$ cat config.mk
export PLATFORM = sky130hd
export DESIGN_NAME = sdram_read
export DESIGN_NICKNAME = d
export VERILOG_FILES = /design/src/rtl/sdram_read.sv
export SDC_FILE = /design/constraint.sdc
export NUM_CORES = 1
export LEC_CHECK = 0
export CAP_MARGIN = 20
export CELL_PAD_IN_SITES_DETAIL_PLACEMENT = 1
export CELL_PAD_IN_SITES_GLOBAL_PLACEMENT = 1
export CORE_MARGIN = 3
export CORE_UTILIZATION = 38
export DETAILED_ROUTE_END_ITERATION = 12
export GPL_TIMING_DRIVEN = 0
export PLACE_DENSITY = 0.88
export SYNTH_ARGS = -nofsm -noshare
export SYNTH_HDL_FRONTEND = slang
export SYNTH_SLANG_ARGS = --single-unit
export TNS_END_PERCENT = 30
$ cat constraint.sdc
create_clock -name clk -period 1.55 [get_ports clk]
set_input_delay 0.31 -clock clk [delete_from_list [all_inputs] [get_ports clk]]
set_output_delay 0.31 -clock clk [all_outputs]
set_load 0.01 [all_outputs]
$ cat src/rtl/sdram_read.sv
// -----------------------------------------------------------------------------
// sdram_read
//   SDRAM read engine. A job reads rows 0 and 1 of bank 0, 512 words each, as
//   256 bursts (BL=4, CL=3). The bus is requested from an arbiter. Pending
//   refresh requests are honoured only at burst boundaries. When that happens
//   the row is precharged, the bus is released and re-requested, and the job
//   resumes at the next unread burst.
//
// Ports
//   clk, rst_n    system clock, asynchronous active-low reset
//   rd_trig       pulse: start a job (ignored unless idle)
//   rd_en         bus grant from the arbiter
//   ref_req       refresh pending; checked at the end of each burst slot
//   rd_dq         SDRAM DQ input
//   rd_req        bus request, high exactly while waiting for the grant
//   flag_rd_end   one-cycle pulse when the bus is handed back
//   rd_cmd        registered {CS,RAS,CAS,WE}
//   rd_addr       registered A[11:0]
//   bank_addr     constant bank 0
//   rd_data       captured read word
//   rd_data_vld   rd_data qualifier, four beats per burst
// -----------------------------------------------------------------------------
module sdram_read (
  input  logic        clk,
  input  logic        rst_n,
  input  logic        rd_trig,
  input  logic        rd_en,
  input  logic        ref_req,
  input  logic [15:0] rd_dq,
  output logic        rd_req,
  output logic        flag_rd_end,
  output logic [3:0]  rd_cmd,
  output logic [11:0] rd_addr,
  output logic [1:0]  bank_addr,
  output logic [15:0] rd_data,
  output logic        rd_data_vld
);

  typedef enum logic [4:0] {
    S_IDLE  = 5'b00001,
    S_REQ   = 5'b00010,
    S_ACT   = 5'b00100,
    S_READ  = 5'b01000,
    S_BREAK = 5'b10000
  } state_t;

  localparam logic [3:0]  CMD_NOP   = 4'b0111;
  localparam logic [3:0]  CMD_ACT   = 4'b0011;
  localparam logic [3:0]  CMD_RD    = 4'b0101;
  localparam logic [3:0]  CMD_PRE   = 4'b0010;
  localparam logic [11:0] ADDR_NOP  = 12'h400;  // A10 high: PRE closes all banks
  localparam logic [11:0] ROW_END   = 12'd2;    // first row past the job
  localparam int          RD_PIPE   = 5;        // RD-to-last-capture tracking depth

  state_t              state_q, state_d;
  logic [1:0]          act_cnt_q, act_cnt_d;
  logic [1:0]          burst_cnt_q, burst_cnt_d;
  logic [2:0]          break_cnt_q, break_cnt_d;
  logic [11:0]         row_addr_q, row_addr_d;
  logic [8:0]          col_addr_q, col_addr_d;
  logic                ref_pend_q, ref_pend_d;
  logic                job_done_q, job_done_d;
  logic [3:0]          rd_cmd_q, rd_cmd_d;
  logic [11:0]         rd_addr_q, rd_addr_d;
  logic                rd_req_q, rd_req_d;
  logic                flag_q, flag_d;
  logic [RD_PIPE:0]    vld_pipe_q, vld_pipe_d;
  logic [15:0]         rd_data_q, rd_data_d;
  logic                rd_vld_q, rd_vld_d;
  logic                cap_en;
  logic                row_wrapped, all_read;

  // col_addr has already advanced past the burst by burst_cnt=3, so a zero
  // column means the last column of a row was just read.
  assign row_wrapped = (col_addr_q == 9'd0);
  assign all_read    = (row_addr_q == ROW_END) && row_wrapped;

  always_comb begin
    state_d     = state_q;
    act_cnt_d   = act_cnt_q;
    burst_cnt_d = burst_cnt_q;
    break_cnt_d = break_cnt_q;
    row_addr_d  = row_addr_q;
    col_addr_d  = col_addr_q;
    ref_pend_d  = ref_pend_q;
    job_done_d  = job_done_q;
    rd_cmd_d    = CMD_NOP;
    rd_addr_d   = ADDR_NOP;
    flag_d      = 1'b0;
    unique case (state_q)
      S_IDLE: if (rd_trig) state_d = S_REQ;
      S_REQ: if (rd_en) begin
        state_d   = S_ACT;
        act_cnt_d = 2'd0;
      end
      S_ACT: begin
        if (act_cnt_q == 2'd0) begin
          rd_cmd_d  = CMD_ACT;
          rd_addr_d = row_addr_q;
        end
        act_cnt_d = act_cnt_q + 2'd1;
        if (act_cnt_q == 2'd3) begin
          state_d     = S_READ;
          burst_cnt_d = 2'd0;
        end
      end
      S_READ: begin
        burst_cnt_d = burst_cnt_q + 2'd1;
        if (burst_cnt_q == 2'd0) begin
          rd_cmd_d   = CMD_RD;
          rd_addr_d  = {3'b000, col_addr_q};
          col_addr_d = col_addr_q + 9'd4;
          if (col_addr_q == 9'd508) row_addr_d = row_addr_q + 12'd1;
        end
        if (burst_cnt_q == 2'd3 && (ref_req || row_wrapped || all_read)) begin
          state_d     = S_BREAK;
          break_cnt_d = 3'd0;
          ref_pend_d  = ref_req;
          job_done_d  = all_read;
        end
      end
      S_BREAK: begin
        if (break_cnt_q == 3'd0) rd_cmd_d = CMD_PRE;
        break_cnt_d = break_cnt_q + 3'd1;
        if (break_cnt_q == 3'd4) begin
          break_cnt_d = 3'd0;
          act_cnt_d   = 2'd0;
          ref_pend_d  = 1'b0;
          job_done_d  = 1'b0;
          if (job_done_q) begin
            state_d    = S_IDLE;
            row_addr_d = 12'd0;
            col_addr_d = 9'd0;
            flag_d     = 1'b1;
          end else if (ref_pend_q) begin
            state_d = S_REQ;
            flag_d  = 1'b1;
          end else begin
            state_d = S_ACT;
          end
        end
      end
      default: begin
        state_d     = S_IDLE;
        act_cnt_d   = 2'd0;
        burst_cnt_d = 2'd0;
        break_cnt_d = 3'd0;
      end
    endcase
    rd_req_d = (state_d == S_REQ);
  end

  // CL=3 plus the input register: DQ is captured 3..6 cycles after RD shows
  // on rd_cmd, giving rd_data_vld 4..7 cycles after it.
  always_comb begin
    vld_pipe_d = {vld_pipe_q[RD_PIPE-1:0], rd_cmd_q == CMD_RD};
    cap_en     = |vld_pipe_q[RD_PIPE:2];
    rd_data_d  = cap_en ? rd_dq : rd_data_q;
    rd_vld_d   = cap_en;
  end

  always_ff @(posedge clk or negedge rst_n) begin
    if (!rst_n) begin
      state_q     <= S_IDLE;
      act_cnt_q   <= '0;
      burst_cnt_q <= '0;
      break_cnt_q <= '0;
      row_addr_q  <= '0;
      col_addr_q  <= '0;
      ref_pend_q  <= 1'b0;
      job_done_q  <= 1'b0;
      rd_cmd_q    <= CMD_NOP;
      rd_addr_q   <= ADDR_NOP;
      rd_req_q    <= 1'b0;
      flag_q      <= 1'b0;
      vld_pipe_q  <= '0;
      rd_data_q   <= '0;
      rd_vld_q    <= 1'b0;
    end else begin
      state_q     <= state_d;
      act_cnt_q   <= act_cnt_d;
      burst_cnt_q <= burst_cnt_d;
      break_cnt_q <= break_cnt_d;
      row_addr_q  <= row_addr_d;
      col_addr_q  <= col_addr_d;
      ref_pend_q  <= ref_pend_d;
      job_done_q  <= job_done_d;
      rd_cmd_q    <= rd_cmd_d;
      rd_addr_q   <= rd_addr_d;
      rd_req_q    <= rd_req_d;
      flag_q      <= flag_d;
      vld_pipe_q  <= vld_pipe_d;
      rd_data_q   <= rd_data_d;
      rd_vld_q    <= rd_vld_d;
    end
  end

  assign rd_req      = rd_req_q;
  assign flag_rd_end = flag_q;
  assign rd_cmd      = rd_cmd_q;
  assign rd_addr     = rd_addr_q;
  assign bank_addr   = 2'b00;
  assign rd_data     = rd_data_q;
  assign rd_data_vld = rd_vld_q;

endmodule

# Word-level counts from Yosys, hierarchy flattened

Cells that the tools add are included.
Widths: inputs -> output; s select.

Flip-flop bits (word level): 76
Bits of input ports: 21
Output and inout bits: 37
Logic and storage cells: 102

$add $sub $neg: 5
Equal/unequal tests: 19
Muxes and demuxes: 41
Bitwise operators: 3
Reductions and logical operators: 19

Operators with widths:

| cell                  | number |
|---|---|
| $mux 12               | 5 |
| $pmux 12 s2           | 2 |
| $mux 9                | 3 |
| $mux 5                | 5 |
| $pmux 5 s5            | 1 |
| $mux 3                | 6 |
| $pmux 3 s3            | 2 |
| $pmux 9 s2            | 1 |
| $ne 2x2->1 const B    | 7 |
| $add 12x1->12 const B | 1 |
| $eq 12x2->1 const B   | 1 |
| $mux 11               | 1 |
| $eq 5x2->1 const B    | 2 |
| $add 9x3->9 const B   | 1 |
| $eq 9x9->1 const B    | 1 |
| $logic_not 9->1       | 1 |
| $mux 2                | 4 |
| $pmux 2 s4            | 1 |
| $mux 1                | 7 |
| $pmux 2 s3            | 1 |
| $reduce_and 3->1      | 2 |
| $reduce_or 3->1       | 2 |
| $eq 5x1->1 const B    | 1 |
| $eq 5x3->1 const B    | 1 |
| 19 further kinds      | 28 |

# Longest topological paths before layout

Depth after elaboration: 7
Gate-level depth with buffers: 7
Mapped depth without buffers: 7

# Worst setup path before layout

OpenSTA, ideal clock, no wires.

Path type: register -> register
Start: register vld_pipe_q[3]
End: register rd_data_q[15] (netlist: rd_data[15])
Setup time: 125 ps
Arrival time: 1589 ps
Path slack: -164 ps
Stages on the path, launching flop included: 4
Buffers on the path: 1
Clock period less this slack: 1714 ps
Cells stage by stage: dfrtp_1 -> nor4_2 -> buf_4 -> mux2_2

Cells in the longest elaborated chain, start to end: 1

Ends and longest elaborated chain:

| item                   | line | RTL |
|---|---|---|
| start, declared        | 67   | `logic [RD_PIPE:0] vld_pipe_q, vld_pipe_d;` |
| start signal, assigned | 192  | `vld_pipe_q <= vld_pipe_d;` |
| $reduce_or 4->1        | 157  | `cap_en = \|vld_pipe_q[RD_PIPE:2];` |
| end signal, assigned   | 193  | `rd_data_q <= rd_data_d;` |
| end, declared          | 68   | `logic [15:0] rd_data_q, rd_data_d;` |

Every way passes these cells.
A chain may end at the register's enable or synchronous reset.

# Final worst setup path

Start: register burst_cnt_q[1]
End: register row_addr_q[8]

Cells in the longest elaborated chain, start to end: 3

Ends and longest elaborated chain:

| item                              | line | RTL |
|---|---|---|
| start, declared                   | 57   | `logic [1:0] burst_cnt_q, burst_cnt_d;` |
| start signal, assigned            | 182  | `burst_cnt_q <= burst_cnt_d;` |
| $logic_not 2->1                   | 109  | `if (burst_cnt_q == 2'd0) begin` |
| $ne 2x2->1 (no source line)       | --   |  |
| $reduce_and 5->1 (no source line) | --   |  |
| end signal, assigned              | 184  | `row_addr_q <= row_addr_d;` |
| end, declared                     | 59   | `logic [11:0] row_addr_q, row_addr_d;` |

Every way passes these cells.

==> flow_metrics.tcl <==
set metrics [dict create \
    status "finished, violations left" \
    violations "setup timing" \
    grt_pass1_vias 3218 \
    fmax_ghz 0.5287 \
    synth_area_leader_cell "dfrtp_1" \
    crit_chain "inv_2 -> ha_4 -> nor3b_4 -> buf_6 -> nand4_4 -> or4_1 -> a21oi_2" \
    maxCapViolations 0 \
    yosysSeqAreaShare 0.5349 \
    drive_above_1_share 0.3627 \
    ys_top_cells_by_area "dfrtp_1, mux2_2, ha_1, dfstp_2, nand3_1" \
    die_h_um 101.0 \
    worstSkewPairLatency_ns 0.37 \
    seqPwrFrac 0.412 \
    viasPerCell 5.800 \
    min_path_type "reg -> reg" \
    slowest_delay_ns 0.53 \
    vdd_drop_max_mv 0.4439 \
    min_from "vld_pipe_q[1]$_DFF_PN0_" \
    die_w_um 101.0 \
    io_pins 58 \
    crit_family "simple AND/OR/NAND/NOR gates" \
    core_area_um2 8721 \
    hpwlAfterDp_mm 6.222 \
    worstSetupEndpointType "register" \
    reg2regPathDepth 7 \
    power.leakage_uw 0.002369 \
    hold_viol_final 0 \
    ys_async_sr_fraction 1.000 \
    layout_common_cells "dfrtp_1, buf_4, dlygate4sd2_1, clkdlybuf4s50_1, nand2_1" \
    netlist_area_um2 3427 \
    cp_data_arrival_time_ns 2.18 \
    grt_max_degree 51 \
    final_max_slew_viol_count 0 \
    cts_tree "built" \
    finalCritPeriodShare 1.220 \
    cp_max_fo 5 \
    clk_path_buf_depth 2 \
    grt_pass1_wl_mm 17.37 \
    setup_viol 30 \
    ys_seq_elements 73 \
    min_path_cells 0 \
    worst_slack_ns -0.3415 \
    dpl-instance-area_um2 4144 \
    gp_congestion 0.8622 \
    p_switching_uw 1566 \
    grt_overflow_total 0 \
    synth-edff-count 0 \
    syn_area_per_cell_um2 11.16 \
    initial_core_util 0.3930 \
    avgRoutedWirePerCell_um 22.85 \
    drcViolationCount 0 \
    start_kind "register" \
    fin_area_um2 4951 \
    grt_antenna_before_repair 0 \
    n_antenna_cell 0 \
    cts_sinks 73 \
    portBuffers 54 \
    internal_power_uw 3496 \
    finClkSkew_ns 0.01522 \
    synth_ff_type "dfrtp_1" \
    synth_warnings 0 \
    netlist.area_leader.share 0.4965 \
    cts-buffers-inserted 9 \
    r2r-end "row_addr_q[8]$_DFFE_PN0P_" \
    clkPwrFrac 0.323 \
    hold-path-endpoint "vld_pipe_q[2]$_DFF_PN0_" \
    switching_share 0.3094 \
    ys_types 51 \
    num_rows 34 \
    fin_crit_ns 1.891 \
    first_pass_iters 4 \
    power_density_nw_per_um2 1023 \
    postSynthCellCount 307 \
    via_count 2993 \
    ff2ff_setup_slack_ns -0.34 \
    htreeDepth 3 \
    critical_path_required_ns 1.84 \
    r2r-start "burst_cnt_q[1]$_DFFE_PN0P_" \
    drt_iter0_drc 230 \
    power_uw 5063 \
    comb_power_share 0.264 \
    critical_path_class "reg -> reg" \
    clkTransAtPathRegs_ns 0.09 \
    grt_use_total 0.2220 \
    slowest_stage "or4_1" \
    cts-root-buf "clkbuf_8" \
    design.die.area_um2 10190 \
    worst-path-buf-inv 2 \
    routed_wl_mm 11.79 \
    postRouteAntennaNets 0 \
    rsz0062_at_grt "yes" \
    final_common_cell "dfrtp_1" \
    areaGrowthSynthToFinish_pct 44.47 \
    nets 435 \
]
-- registers in the layout (all words and copies together), names as in the netlist, 2 cells and up --
signal and count:
act_cnt_q 2, break_cnt_q 3, burst_cnt_q 2, col_addr_q 7, rd_addr 12, rd_cmd 3, rd_data 16, row_addr_q 12
state_q 5, vld_pipe_q 6
-- metal layers --
layer / global-route usage / wire length (um) / up-vias
met5: 0 / 0 / -
met1: 0.2698 / 4712 / 1533
met3: 0.04291 / 576 / 43
li1: - / - / 1299
met4: 0.09611 / 476 / 0
met2: 0.3823 / 6024 / 118
-- cell usage after synthesis (all sizes together), types with 2 or more instances --
cell / instances
o31ai: 8
nor2b: 3
buf: 14
inv: 16
mux2: 17
o211ai: 3
o22ai: 2
a21oi: 12
and3: 11
nand2b: 3
nor3: 3
dfrtp: 68
and2: 3
o21ai: 14
nand2: 20
dfstp: 5
and4: 5
or4: 6
nor4: 3
ha: 11
or3: 5
nand3: 16
mux2i: 3
nor4b: 3
clkbuf: 3
xor2: 4
nand4: 5
and4bb: 2
nor3b: 3
nor2: 14
a22o: 9
-- repair_timing --
item	4_1_cts	5_1_grt
hold endpoints to repair	19	0
buffers inserted	20	8
gates cloned	2	0
gates resized for setup	96	43
setup endpoints to repair	75	65
hold buffers	1	0
pin swaps	26	13
-- cells by family (layout without fill, tap and decap cells) --
kind of cell	Yosys count	in the layout	synth area share
other cells	1	3	0.001094
flops	73	73	0.5349
xor+xnor	5	5	0.01278
fa+ha+maj	11	11	0.04016
mux	20	20	0.06462
compound gates	55	55	0.1066
buf+inv	33	131	0.04600
simple gates	109	110	0.1939
-- area by class of cell --
type,count,area (um2)
fill,913,3770
sequential,73,1838
multi-input combinational,204,1758
timing repair buffer,85,810.8
clock buffer,12,165.2
tap,108,135.1
buffer,14,133.9
inverter,16,60.06
clock inverter,4,50.05
-- power groups by stage --
stage / Sequential (uW) / Combinational [uW] / Clock [uW]
final: 2090 / 1340 / 1640
after floorplan: 2110 / 464 / 0
after global routing: 2100 / 1410 / 1750
after detailed placement: 2110 / 804 / 0
after global placement: 2110 / 756 / 0
after CTS: 2080 / 1110 / 1650
-- worst max-delay path by stage --
stage / startpoint / to / depth (start not counted)
after global placement: rst_n / rd_data[1]$_DFFE_PN0P_ / 1
after floorplan: break_cnt_q[0]$_DFFE_PN0P_ / row_addr_q[7]$_DFFE_PN0P_ / 7
final: burst_cnt_q[1]$_DFFE_PN0P_ / row_addr_q[8]$_DFFE_PN0P_ / 7
after global routing: burst_cnt_q[1]$_DFFE_PN0P_ / row_addr_q[8]$_DFFE_PN0P_ / 7
after detailed placement: burst_cnt_q[0]$_DFFE_PN0P_ / row_addr_q[10]$_DFFE_PN0P_ / 7
after CTS: burst_cnt_q[1]$_DFFE_PN0P_ / row_addr_q[6]$_DFFE_PN0P_ / 7
-- metrics by stage --
step / setup WS (ns) / setup TNS (ns) / cells / util / hold slack [ns]
detailed placement: -0.4123 / -10.34 / 472 / 0.4752 / 0.2459
global placement: -2.344 / -174.79 / 471 / 0.4723 / 0.3367
CTS: -0.2435 / -2.991 / 508 / 0.5428 / 0.3592
global route: -0.3907 / -6.551 / 516 / 0.5677 / 0.3821
floorplan: -0.1536 / -0.7783 / 309 / - / 0.01441
finish: -0.3415 / -4.950 / 516 / 0.5677 / 0.3633
-- worst reg2reg max path: cells and delay by family, from the launching register on --
kind / cells / cell delay, ns
simple gates: 3 / 0.84
flops: 1 / 0.42
compound gates: 1 / 0.16
buf+inv: 2 / 0.26
fa+ha+maj: 1 / 0.13
Note: power is estimated with default switching activity, not from simulation.
